--- config.mk ---
export PLATFORM = sky130hd
export DESIGN_NAME = axis_rr_output_arbiter
export DESIGN_NICKNAME = d
export VERILOG_FILES = /design/src/rtl/axis_rr_output_arbiter.sv
export SDC_FILE = /design/constraint.sdc
export NUM_CORES = 1
export LEC_CHECK = 0
export BUFFER_PORTS_ARGS = -buffer_cell sky130_fd_sc_hd__buf_2
export CORE_AREA = 2 2 92 94
export DETAILED_ROUTE_END_ITERATION = 10
export DIE_AREA = 0 0 94 96
export PLACE_DENSITY = 0.88
export SETUP_SLACK_MARGIN = 0.5
export SLEW_MARGIN = 10
export SYNTH_ARGS = -nofsm -noshare
export SYNTH_HDL_FRONTEND = slang
export SYNTH_SLANG_ARGS = --single-unit
--- constraint.sdc ---
create_clock -name clk -period 4.7 [get_ports clk]
set_clock_uncertainty 0.2 [all_clocks]
set_input_delay 0 -clock clk [delete_from_list [all_inputs] [get_ports clk]]
set_output_delay 0 -clock clk [all_outputs]
set_load 0.05 [all_outputs]
--- src/rtl/axis_rr_output_arbiter.sv ---
// Packet-locked round-robin arbiter sharing one AXI-stream output port.
// Ports:
//   clk, rst_n       clock, synchronous active-low reset
//   s_tvalid/s_tready/s_tdata/s_tlast   REN requesting AXI-S inputs
//   m_tvalid/m_tready/m_tdata/m_tlast   shared AXI-S output
//   grant_idx        granted input, meaningful while busy = 1
//   busy             1 while a packet holds the lock
//   err_ovl          one-cycle pulse when an overlength packet is cut
module axis_rr_output_arbiter #(
   parameter int DATA_WIDTH = 32,
   parameter int REN        = 5,
   parameter int MAX_BEATS  = 16
) (
   input  logic                      clk,
   input  logic                      rst_n,
   input  logic [REN-1:0]            s_tvalid,
   output logic [REN-1:0]            s_tready,
   input  logic [REN*DATA_WIDTH-1:0] s_tdata,
   input  logic [REN-1:0]            s_tlast,
   output logic                      m_tvalid,
   input  logic                      m_tready,
   output logic [DATA_WIDTH-1:0]     m_tdata,
   output logic                      m_tlast,
   output logic [$clog2(REN)-1:0]    grant_idx,
   output logic                      busy,
   output logic                      err_ovl
);

   localparam int GW = $clog2(REN);
   localparam int BW = $clog2(MAX_BEATS);
   localparam logic [BW-1:0] CNT_LAST = BW'(MAX_BEATS - 1);
   localparam logic [GW-1:0] G_LAST   = GW'(REN - 1);

   typedef enum logic {
      IDLE,
      LOCKED
   } state_t;

   state_t state;
   state_t state_nxt;

   logic [GW-1:0]         ptr;
   logic [GW-1:0]         pick;
   logic                  pick_vld;
   int                    rr_idx;
   logic [BW-1:0]         beat_cnt;
   logic                  sel_valid;
   logic                  sel_last;
   logic [DATA_WIDTH-1:0] sel_data;
   logic                  last_beat;
   logic                  xfer;
   logic                  forced;

   // Route the granted input's signals onto internal selects.
   always_comb begin
      sel_valid = 1'b0;
      sel_last  = 1'b0;
      sel_data  = '0;
      for (int i = 0; i < REN; i++) begin
         if (grant_idx == GW'(i)) begin
            sel_valid = s_tvalid[i];
            sel_last  = s_tlast[i];
            sel_data  = s_tdata[i*DATA_WIDTH +: DATA_WIDTH];
         end
      end
   end

   // Search ptr, ptr+1, ... wrapping; first requester found wins.
   always_comb begin
      pick     = ptr;
      pick_vld = 1'b0;
      rr_idx   = 0;
      for (int k = 0; k < REN; k++) begin
         rr_idx = int'(ptr) + k;
         if (rr_idx >= REN) begin
            rr_idx = rr_idx - REN;
         end
         if (!pick_vld && s_tvalid[rr_idx]) begin
            pick     = GW'(rr_idx);
            pick_vld = 1'b1;
         end
      end
   end

   // The beat counter caps the packet so a lost tlast cannot hold the port.
   assign last_beat = sel_last | (beat_cnt == CNT_LAST);
   assign xfer      = (state == LOCKED) & sel_valid & m_tready;
   assign forced    = xfer & last_beat & ~sel_last;

   always_comb begin
      state_nxt = state;
      busy      = 1'b0;
      m_tvalid  = 1'b0;
      m_tdata   = '0;
      m_tlast   = 1'b0;
      s_tready  = '0;
      unique case (state)
         IDLE: begin
            if (pick_vld) begin
               state_nxt = LOCKED;
            end
         end
         LOCKED: begin
            busy     = 1'b1;
            m_tvalid = sel_valid;
            m_tdata  = sel_data;
            m_tlast  = last_beat;
            for (int i = 0; i < REN; i++) begin
               if (grant_idx == GW'(i)) begin
                  s_tready[i] = m_tready;
               end
            end
            if (xfer && last_beat) begin
               state_nxt = IDLE;
            end
         end
      endcase
   end

   always_ff @(posedge clk) begin
      if (!rst_n) begin
         state     <= IDLE;
         ptr       <= '0;
         grant_idx <= '0;
         beat_cnt  <= '0;
         err_ovl   <= 1'b0;
      end else begin
         state   <= state_nxt;
         err_ovl <= forced;
         if (state == IDLE && pick_vld) begin
            grant_idx <= pick;
            beat_cnt  <= '0;
         end
         if (xfer) begin
            if (last_beat) begin
               ptr <= (grant_idx == G_LAST) ? '0 : grant_idx + 1'b1;
            end else begin
               beat_cnt <= beat_cnt + 1'b1;
            end
         end
      end
   end

endmodule

==> flow_summary.json, run 1 <==
{
  "crit_path_cell_trace": "inv_1 > ha_1 > mux2i_1 > a21bo_1 > a21oi_1 > o21ai_1 > a2111o_1 > or2_0 > a31oi_1 > a21oi_1",
  "instances_no_fill": 795,
  "insertion_delay_ns": 0.24,
  "cts_hold_buffers": 1,
  "finalHoldViolCount": 0,
  "top_layer": "met5",
  "period_share": 0.790,
  "ant_nets": 0,
  "syn-num-nets": 694,
  "final_max_slew_viol_count": 0,
  "grt_pass1_wl_um": 18300,
  "powerDensity_nw_per_um2": 227,
  "synth-async-reset-ratio": 0,
  "clk_pin_slew_worst_paths_ns": 0.05,
  "clockBufferDepth": 2,
  "syn_area_per_cell_um2": 6.31,
  "finalCriticalPeriod_ns": 3.71,
  "leakage_nw": 2.03,
  "setup_viol": 0,
  "grt-ovfl-total": 0,
  "critPathMostFrequentCell": "a21oi_1",
  "h-tree-depth": 1,
  "synth_top_cell_area_share": 0.111,
  "fin_tns_setup_ns": 0,
  "crit_slowest_cell": "ha_1",
  "floorplan.rows": 33,
  "synth-simple-area-share": 0.295,
  "wl_met1_um": 5090,
  "via_count": 4727,
  "min_path_cells": 5,
  "nFillCells": 814,
  "drt_iter0_markers": 336,
  "area_delta_synth_final_pct": 36.8,
  "ctsResizeCount": 0,
  "place.gp.congestion": 0.928,
  "endpoint_kind": "flip-flop",
  "max_freq_mhz": 269,
  "cts_tree": "built",
  "dp.cells": 788,
  "synthAdderAreaFrac": 0.0669,
  "route.met3.wl_um": 1450,
  "numCtsBuffers": 3,
  "synthMuxAreaShare": 0.0641,
  "syn_inst": 504,
  "ios": 217,
  "wl_um": 12800,
  "synth_top_cells_by_count": "nor2_1, nand2_1, o21ai_0, clkbuf_1",
  "cap_violations": 0,
  "synth-edff-count": 0,
  "dieArea_um2": 9020,
  "cts_sinks": 12,
  "synth_xor_xnor_area_share": 0.00551,
  "synth_area_um2": 3180,
  "antenna_found_initial": 5,
  "synth-warning-count": 0,
  "synth_ff_type": "dfxtp_1",
  "dr.pass1.iters": 5,
  "final_util": 0.540,
  "final_design_area_no_fill_um2": 4350,
  "r2r_slack_ns": 0.99,
  "worstMarginPinSlew_ns": 0.936,
  "status": "finished, final reports clean",
  "worstSetupPathType": "reg2reg",
  "drcViolationCount": 0,
  "synth_top_family_by_area": "compound AO/OA/AOI/OAI gates",
  "yosysTopAreaCell": "nor2_1",
  "dpl_cell_area_um2": 4280,
  "cts-root-buf": "clkbuf_8",
  "slew_headroom": 0.374,
  "start_util": 0.395,
  "cp_max_fo": 18,
  "rsz0062_at_grt": "false",
  "viasPerCell": 5.95,
  "grt_pass1_vias": 3806,
  "dp_hpwl_um": 9940,
  "grt_max_degree": 66,
  "nets": 879,
  "synth_compound_area_frac": 0.411,
  "yosysSeqAreaShare": 0.0756,
  "fin_hold_ws_ns": 0.00945,
  "reg2regPathDepth": 10,
  "required_ns": 4.61,
  "holdCritPathClass": "in2reg",
  "synth_area_leaders": "nor2_1, a221oi_1, o311ai_0",
  "cts_setup_buffers": 0,
  "track_usage": 0.248,
  "cp-start-kind": "flip-flop",
  "vdd_drop_max_mv": 0.210,
  "synth_seq_cells": 12,
  "max_stage_delay_ns": 0.74,
  "cp.arrival_ns": 3.63,
  "synth_cell_type_count": 66,
  "die_y_um": 96,
  "synth_most_common_cell": "nor2_1",
  "die_w_um": 94,
  "core_um2": 8050,
  "io_buffers": 216,
  "drive_gt1_frac": 0.355,
  "wl_per_cell_um": 16.1,
  "wl_met2_um": 6040
}
[flip-flops by register name, indices dropped and copies added, names as in the netlist]
| signal | flops |
|---|---|
| grant_idx | 3 |
| ptr | 3 |
| err_ovl | 1 |
| state | 1 |
| beat_cnt | 4 |
[layout by cell type, fill, tap and decap left out, types with 2 or more instances in the layout]
cell and count:
nand3b_1 4, buf_4 11, a21o_1 4, a31o_1 2, a21oi_1 22, a2111o_1 2
o22ai_1 3, o21ai_1 5, or3_1 2, or2_1 3, nand2_1 61, a21bo_1 2
diode_2 2, nand4_1 2, nor2_2 2, mux2i_1 17, o311ai_0 32, o211ai_1 6
or2_0 2, nor2b_1 3, nand2b_1 9, o31ai_1 2, o21a_1 3, a31oi_1 3
nand3_1 11, or2b_1 2, nor3_1 6, dfxtp_1 12, nor2_1 92, and2_1 4
a221oi_1 32, o21ai_0 40, ha_1 16, a22o_1 2, clkbuf_8 4, buf_2 216
inv_1 14, and3_1 3
[per-layer routing]
layer / global-route usage / vias up
li1: - / 2267
met1: 0.316 / 2144
met2: 0.430 / 277
met3: 0.0650 / 33
met4: 0.0386 / 6
met5: 0 / -
[through the flow]
stage               power, W  setup slack, ns
global placement    0.000862             1.16
detailed placement  0.000866             1.07
global route         0.00105            0.717
floorplan           0.000656             1.43
CTS                 0.000983             1.05
finish              0.000987            0.988
[final cells by class]
class                           instances  area, µm²  area share
Antenna cell                            2       5.00     0.00115
Inverter                               14       52.6      0.0121
Timing Repair Buffer                  228       1170       0.270
Clock buffer                            4       55.1      0.0127
Tap cell                              105        131      0.0302
Sequential cell                        12        240      0.0553
Multi-Input combinational cell        430       2690       0.619
[power breakdown]
group	switching, W	internal, W
Clock	0.0000377	0.0000740
Combinational	0.000501	0.000258
Sequential	0.00000883	0.000107
[logic make-up after synthesis]
kind of cell,count (synthesis)
buffers and inverters,62
AOI/OAI and AO/OA,179
adders and majority gates,17
DFF,12
and+or+nand+nor,213
xor gates and xnor gates,2
muxes,19
[path summary, 6_finish.rpt]
check | startpoint | end
setup / recovery | ptr[1] | grant_idx[2]
hold / removal | s_tlast[4] | err_ovl
setup reg to reg | ptr[1] | grant_idx[2]
hold reg to reg | beat_cnt[3] | err_ovl
[worst max-delay path, delay by kind of cell, from the launching register on]
family,cells,cell delay [ns]
DFF,1,0.58
buffers and inverters,1,0.24
muxes,1,0.33
AOI/OAI and AO/OA,6,1.29
adders and majority gates,1,0.74
and+or+nand+nor,1,0.21
No activity file was read; power rests on OpenSTA's default activity.
==> run 2: changes to the inputs <==
Clock period 4.7 ns to 3.9 ns, I/O delays scaled along.
==> flow_summary.json, run 2 (synthesis results as in run 1) <==
{
  "leakage_nw": 2.07,
  "holdCritPathClass": "in2reg",
  "die_w_um": 94,
  "core_um2": 8050,
  "viasPerCell": 5.92,
  "r2r_start": "ptr[1]",
  "largest_register_ffs": 4,
  "final_max_slew_viol_count": 0,
  "worstMarginPinSlew_ns": 0.949,
  "cts_sinks": 12,
  "die_y_um": 96,
  "powerDensity_nw_per_um2": 275,
  "worstSetupPathType": "reg2reg",
  "slew_headroom": 0.365,
  "dp_slack_ns": 0.611,
  "largest_register": "beat_cnt",
  "clk_pin_slew_worst_paths_ns": 0.06,
  "dp_hpwl_um": 10100,
  "ant_nets": 0,
  "r2r_slack_ns": 0.60,
  "drt_iter0_markers": 294,
  "status": "finished, final reports clean",
  "regArea_um2": 240,
  "r2r-end": "grant_idx[2]",
  "grt_max_degree": 66,
  "dieArea_um2": 9020,
  "max_freq_mhz": 303,
  "io_buffers": 216,
  "cap_violations": 0,
  "h-tree-depth": 1,
  "rsz0062_at_grt": "true",
  "endpoint_kind": "flip-flop",
  "finalCriticalPeriod_ns": 3.30,
  "start_util": 0.395,
  "reg_top3": "beat_cnt: 4 flops, grant_idx: 3 flops, ptr: 3 flops",
  "required_ns": 3.82,
  "setup_viol": 0,
  "drcViolationCount": 0,
  "cts_tree": "built",
  "layout_setup_ws_ns": 0.601,
  "fin_hold_ws_ns": 0.104,
  "vdd_drop_max_mv": 0.328,
  "floorplan.rows": 33,
  "insertion_delay_ns": 0.25,
  "place.gp.congestion": 1.02,
  "nets": 886,
  "dr.pass1.iters": 5,
  "final_cell_mix": "buf_2, nor2_1, nand2_1",
  "multi_input_area_um2": 2720,
  "crit_end": "grant_idx[2]",
  "wl_per_cell_um": 16.7,
  "wl_um": 13400,
  "fin_tns_setup_ns": 0,
  "antenna_found_initial": 5,
  "cp_max_fo": 12,
  "finalHoldViolCount": 0,
  "grt_pass1_wl_um": 19200,
  "cp-start-kind": "flip-flop",
  "cts-root-buf": "clkbuf_8",
  "grt-ovfl-total": 0,
  "cp-startpoint": "ptr[1]",
  "period_share": 0.846,
  "clockBufferDepth": 2,
  "numCtsBuffers": 3,
  "cp.arrival_ns": 3.22,
  "track_usage": 0.263,
  "final_common_cell": "buf_2",
  "reg2regPathDepth": 10,
  "grt_pass1_vias": 3897,
  "nFillCells": 777,
  "drive_gt1_frac": 0.365,
  "area_delta_synth_final_pct": 39.4,
  "ios": 217,
  "via_count": 4748
}
[run 2: cell count changes in the layout (fill, tap and decap cells not counted), sizes merged]
cell	change
dlygate4sd3	+1
buf	+6
[run 2: worst min path at each step]
stage	startpoint	to	slack [ns]	cells after the start
6_report	s_tlast[3]	err_ovl	0.10	5
3_3_place_gp	rst_n	state	0.11	2
3_5_place_dp	rst_n	grant_idx[0]	0.12	2
4_1_cts	s_tlast[3]	err_ovl	0.08	5
5_1_grt	s_tlast[3]	err_ovl	0.18	5
2_1_floorplan	rst_n	grant_idx[0]	0.11	2
[run 2: layout make-up]
| type | instances | area share |
|---|---|---|
| tap | 105 | 0.0296 |
| sequential | 12 | 0.0542 |
| clock buffer | 4 | 0.0124 |
| antenna | 2 | 0.00113 |
| inverter | 14 | 0.0119 |
| timing repair buffer | 235 | 0.277 |
| multi-input combinational | 430 | 0.613 |
[run 2: worst max-delay path, cell delays in order, from the launching register on]
cell	delay, ns
dfxtp_1	0.31
inv_1	0.25
ha_2	0.38
or2b_2	0.31
mux4_2	0.49
a31oi_1	0.18
a21oi_1	0.11
a2111o_1	0.45
or2_0	0.21
a31oi_1	0.18
a21oi_1	0.09
[run 2: report_power, final]
group	internal (W)	total, W	switching (W)
combinational	0.000322	0.000936	0.000614
clock	0.0000895	0.000142	0.0000529
sequential	0.000129	0.000139	0.0000105
[run 2: layer usage]
layer | up-vias | global-route usage | wire, µm
met5 | - | 0 | 44
met1 | 2166 | 0.342 | 5370
met3 | 33 | 0.0626 | 1410
met2 | 263 | 0.443 | 6320
li1 | 2280 | - | -
met4 | 6 | 0.0568 | 251
[run 2: per-stage QoR]
step	power [W]	utilization	cell area [µm²]	instances
3_3_place_gp	0.00105	0.537	4320	794
3_5_place_dp	0.00106	0.537	4320	794
2_1_floorplan	0.000791	-	3180	504
4_1_cts	0.00120	0.546	4400	800
6_report	0.00122	0.550	4430	802
5_1_grt	0.00130	0.550	4430	800
[run 2: what timing repair did]
item                                    in CTS  in global routing
endpoints found under the setup margin       0                 10
resized for setup                            0                  7
hold endpoints to repair                     8                  0
buffers inserted                             0                  0
hold buffers                                 2                  0
==> run 3: changes to the inputs <==
Clock period 3.9 ns to 3.3 ns, I/O delays scaled along.
==> flow_summary.json, run 3 (synthesis results as in run 1) <==
{
  "drcViolationCount": 0,
  "grt_pass1_wl_um": 21900,
  "largest_register_ffs": 4,
  "place.gp.congestion": 0.998,
  "powerDensity_nw_per_um2": 312,
  "dp_slack_ns": 0.205,
  "cp.arrival_ns": 2.87,
  "grt-ovfl-total": 0,
  "crit_path_cell_trace": "buf_8 > ha_4 > buf_6 > nand2b_4 > o32a_1 > a2111o_1 > o2111ai_4 > buf_6 > a21oi_4 > a221o_1 > a31oi_1 > a21oi_1",
  "vdd_drop_max_mv": 0.411,
  "grt_max_degree": 66,
  "cts-root-buf": "clkbuf_8",
  "via_count": 5224,
  "die_y_um": 96,
  "ant_nets": 0,
  "insertion_delay_ns": 0.24,
  "h-tree-depth": 1,
  "core_um2": 8050,
  "period_share": 0.894,
  "drt_iter0_markers": 423,
  "dieArea_um2": 9020,
  "largest_register": "beat_cnt",
  "numCtsBuffers": 3,
  "final_cell_mix": "buf_2, nand2_1, nor2_1",
  "start_util": 0.395,
  "critPathMostFrequentCell": "buf_6",
  "cts_sinks": 12,
  "worstSetupPathType": "reg2reg",
  "leakage_nw": 2.27,
  "ios": 217,
  "floorplan.rows": 33,
  "endpoint_kind": "flip-flop",
  "cp-start-kind": "flip-flop",
  "reg_top3": "beat_cnt: 4 flops, grant_idx: 3 flops, ptr: 3 flops",
  "status": "finished, final reports clean",
  "critical_path_buf_inv_count": 3,
  "setup_viol": 0,
  "layout_setup_ws_ns": 0.348,
  "finalCriticalPeriod_ns": 2.95,
  "crit_slowest_cell": "a2111o_1",
  "fin_tns_setup_ns": 0,
  "dr.pass1.iters": 6,
  "io_buffers": 216,
  "finalHoldViolCount": 0,
  "dp_hpwl_um": 10900,
  "rsz0062_at_grt": "true",
  "cp_top_family": "compound AO/OA/AOI/OAI gates",
  "cp_max_fo": 7,
  "wl_um": 16100,
  "grt_pass1_vias": 4490,
  "wl_per_cell_um": 19.2,
  "clk_pin_slew_worst_paths_ns": 0.06,
  "slew_headroom": 0.560,
  "drive_gt1_frac": 0.490,
  "clockBufferDepth": 2,
  "holdCritPathClass": "in2reg",
  "max_freq_mhz": 339,
  "worstMarginPinSlew_ns": 0.644,
  "track_usage": 0.301,
  "cap_violations": 0,
  "final_common_cell": "buf_2",
  "final_max_slew_viol_count": 0,
  "area_delta_synth_final_pct": 62.3,
  "max_stage_delay_ns": 0.42,
  "required_ns": 3.22,
  "die_w_um": 94,
  "antenna_found_initial": 8,
  "nets": 917,
  "cts_tree": "built",
  "viasPerCell": 6.23
}
run 3: cell types whose count changed in the layout (fill, tap and decap cells not counted), moves of 19 or more:
cell      change
buf_2        -19
buf_4        +19
clkbuf_4     +20
nor2_1       -31
nor2_2       +32
run 3: stage by stage:
stage	total power [W]	std cells	utilization	cell area, µm²	hold slack, ns
final	0.00161	839	0.641	5160	0.0517
after global routing	0.00171	832	0.639	5140	0.134
after CTS	0.00149	819	0.603	4860	0.0148
after detailed placement	0.00129	796	0.555	4470	0.115
after global placement	0.00126	796	0.555	4470	0.102
after floorplan	0.000986	504	-	3340	0.101
run 3: metal layers:
layer,routed length (µm),share of wire,GRT usage
met5,30,0.0019,0
met4,749,0.046,0.134
met3,1900,0.12,0.0854
met2,7690,0.48,0.512
met1,5740,0.36,0.353
run 3: final timing paths:
kind | end | depth (start not counted) | slack [ns] | startpoint
worst min-delay path | err_ovl | 5 | 0.05 | s_tlast[4]
worst min register to register | beat_cnt[1] | 2 | 0.31 | beat_cnt[1]
worst max-delay path | grant_idx[2] | 12 | 0.35 | ptr[0]
worst max register to register | grant_idx[2] | 12 | 0.35 | ptr[0]
run 3: power breakdown:
group          leakage, nW  internal, W  switching [W]
combinational         2.14     0.000465       0.000812
sequential           0.100     0.000151      0.0000143
clock               0.0288     0.000106      0.0000592
total                 2.27     0.000721       0.000886
run 3: final cells by class:
| class | instances | area [µm²] |
|---|---|---|
| inverter | 14 | 65.1 |
| tap | 105 | 131 |
| fill | 680 | 2890 |
| multi-input combinational | 430 | 3050 |
| sequential | 12 | 253 |
| antenna | 8 | 20.0 |
| timing repair buffer | 266 | 1590 |
| clock buffer | 4 | 55.1 |
run 3: what timing repair did:
action / CTS / global route
buffers inserted: 17 / 12
endpoints found under the setup margin: 17 / 42
cloned: 1 / 0
hold buffers: 1 / 0
gates resized for setup: 38 / 65
pin swaps: 13 / 21
hold endpoints to repair: 8 / 0
run 3: worst register-to-register path, stage by stage (launching register included):
cell and delay, ns:
dfxtp_4 0.37, buf_8 0.13, ha_4 0.16, buf_6 0.12, nand2b_4 0.13, o32a_1 0.39, a2111o_1 0.42, o2111ai_4 0.10
buf_6 0.14, a21oi_4 0.05, a221o_1 0.34, a31oi_1 0.17, a21oi_1 0.09
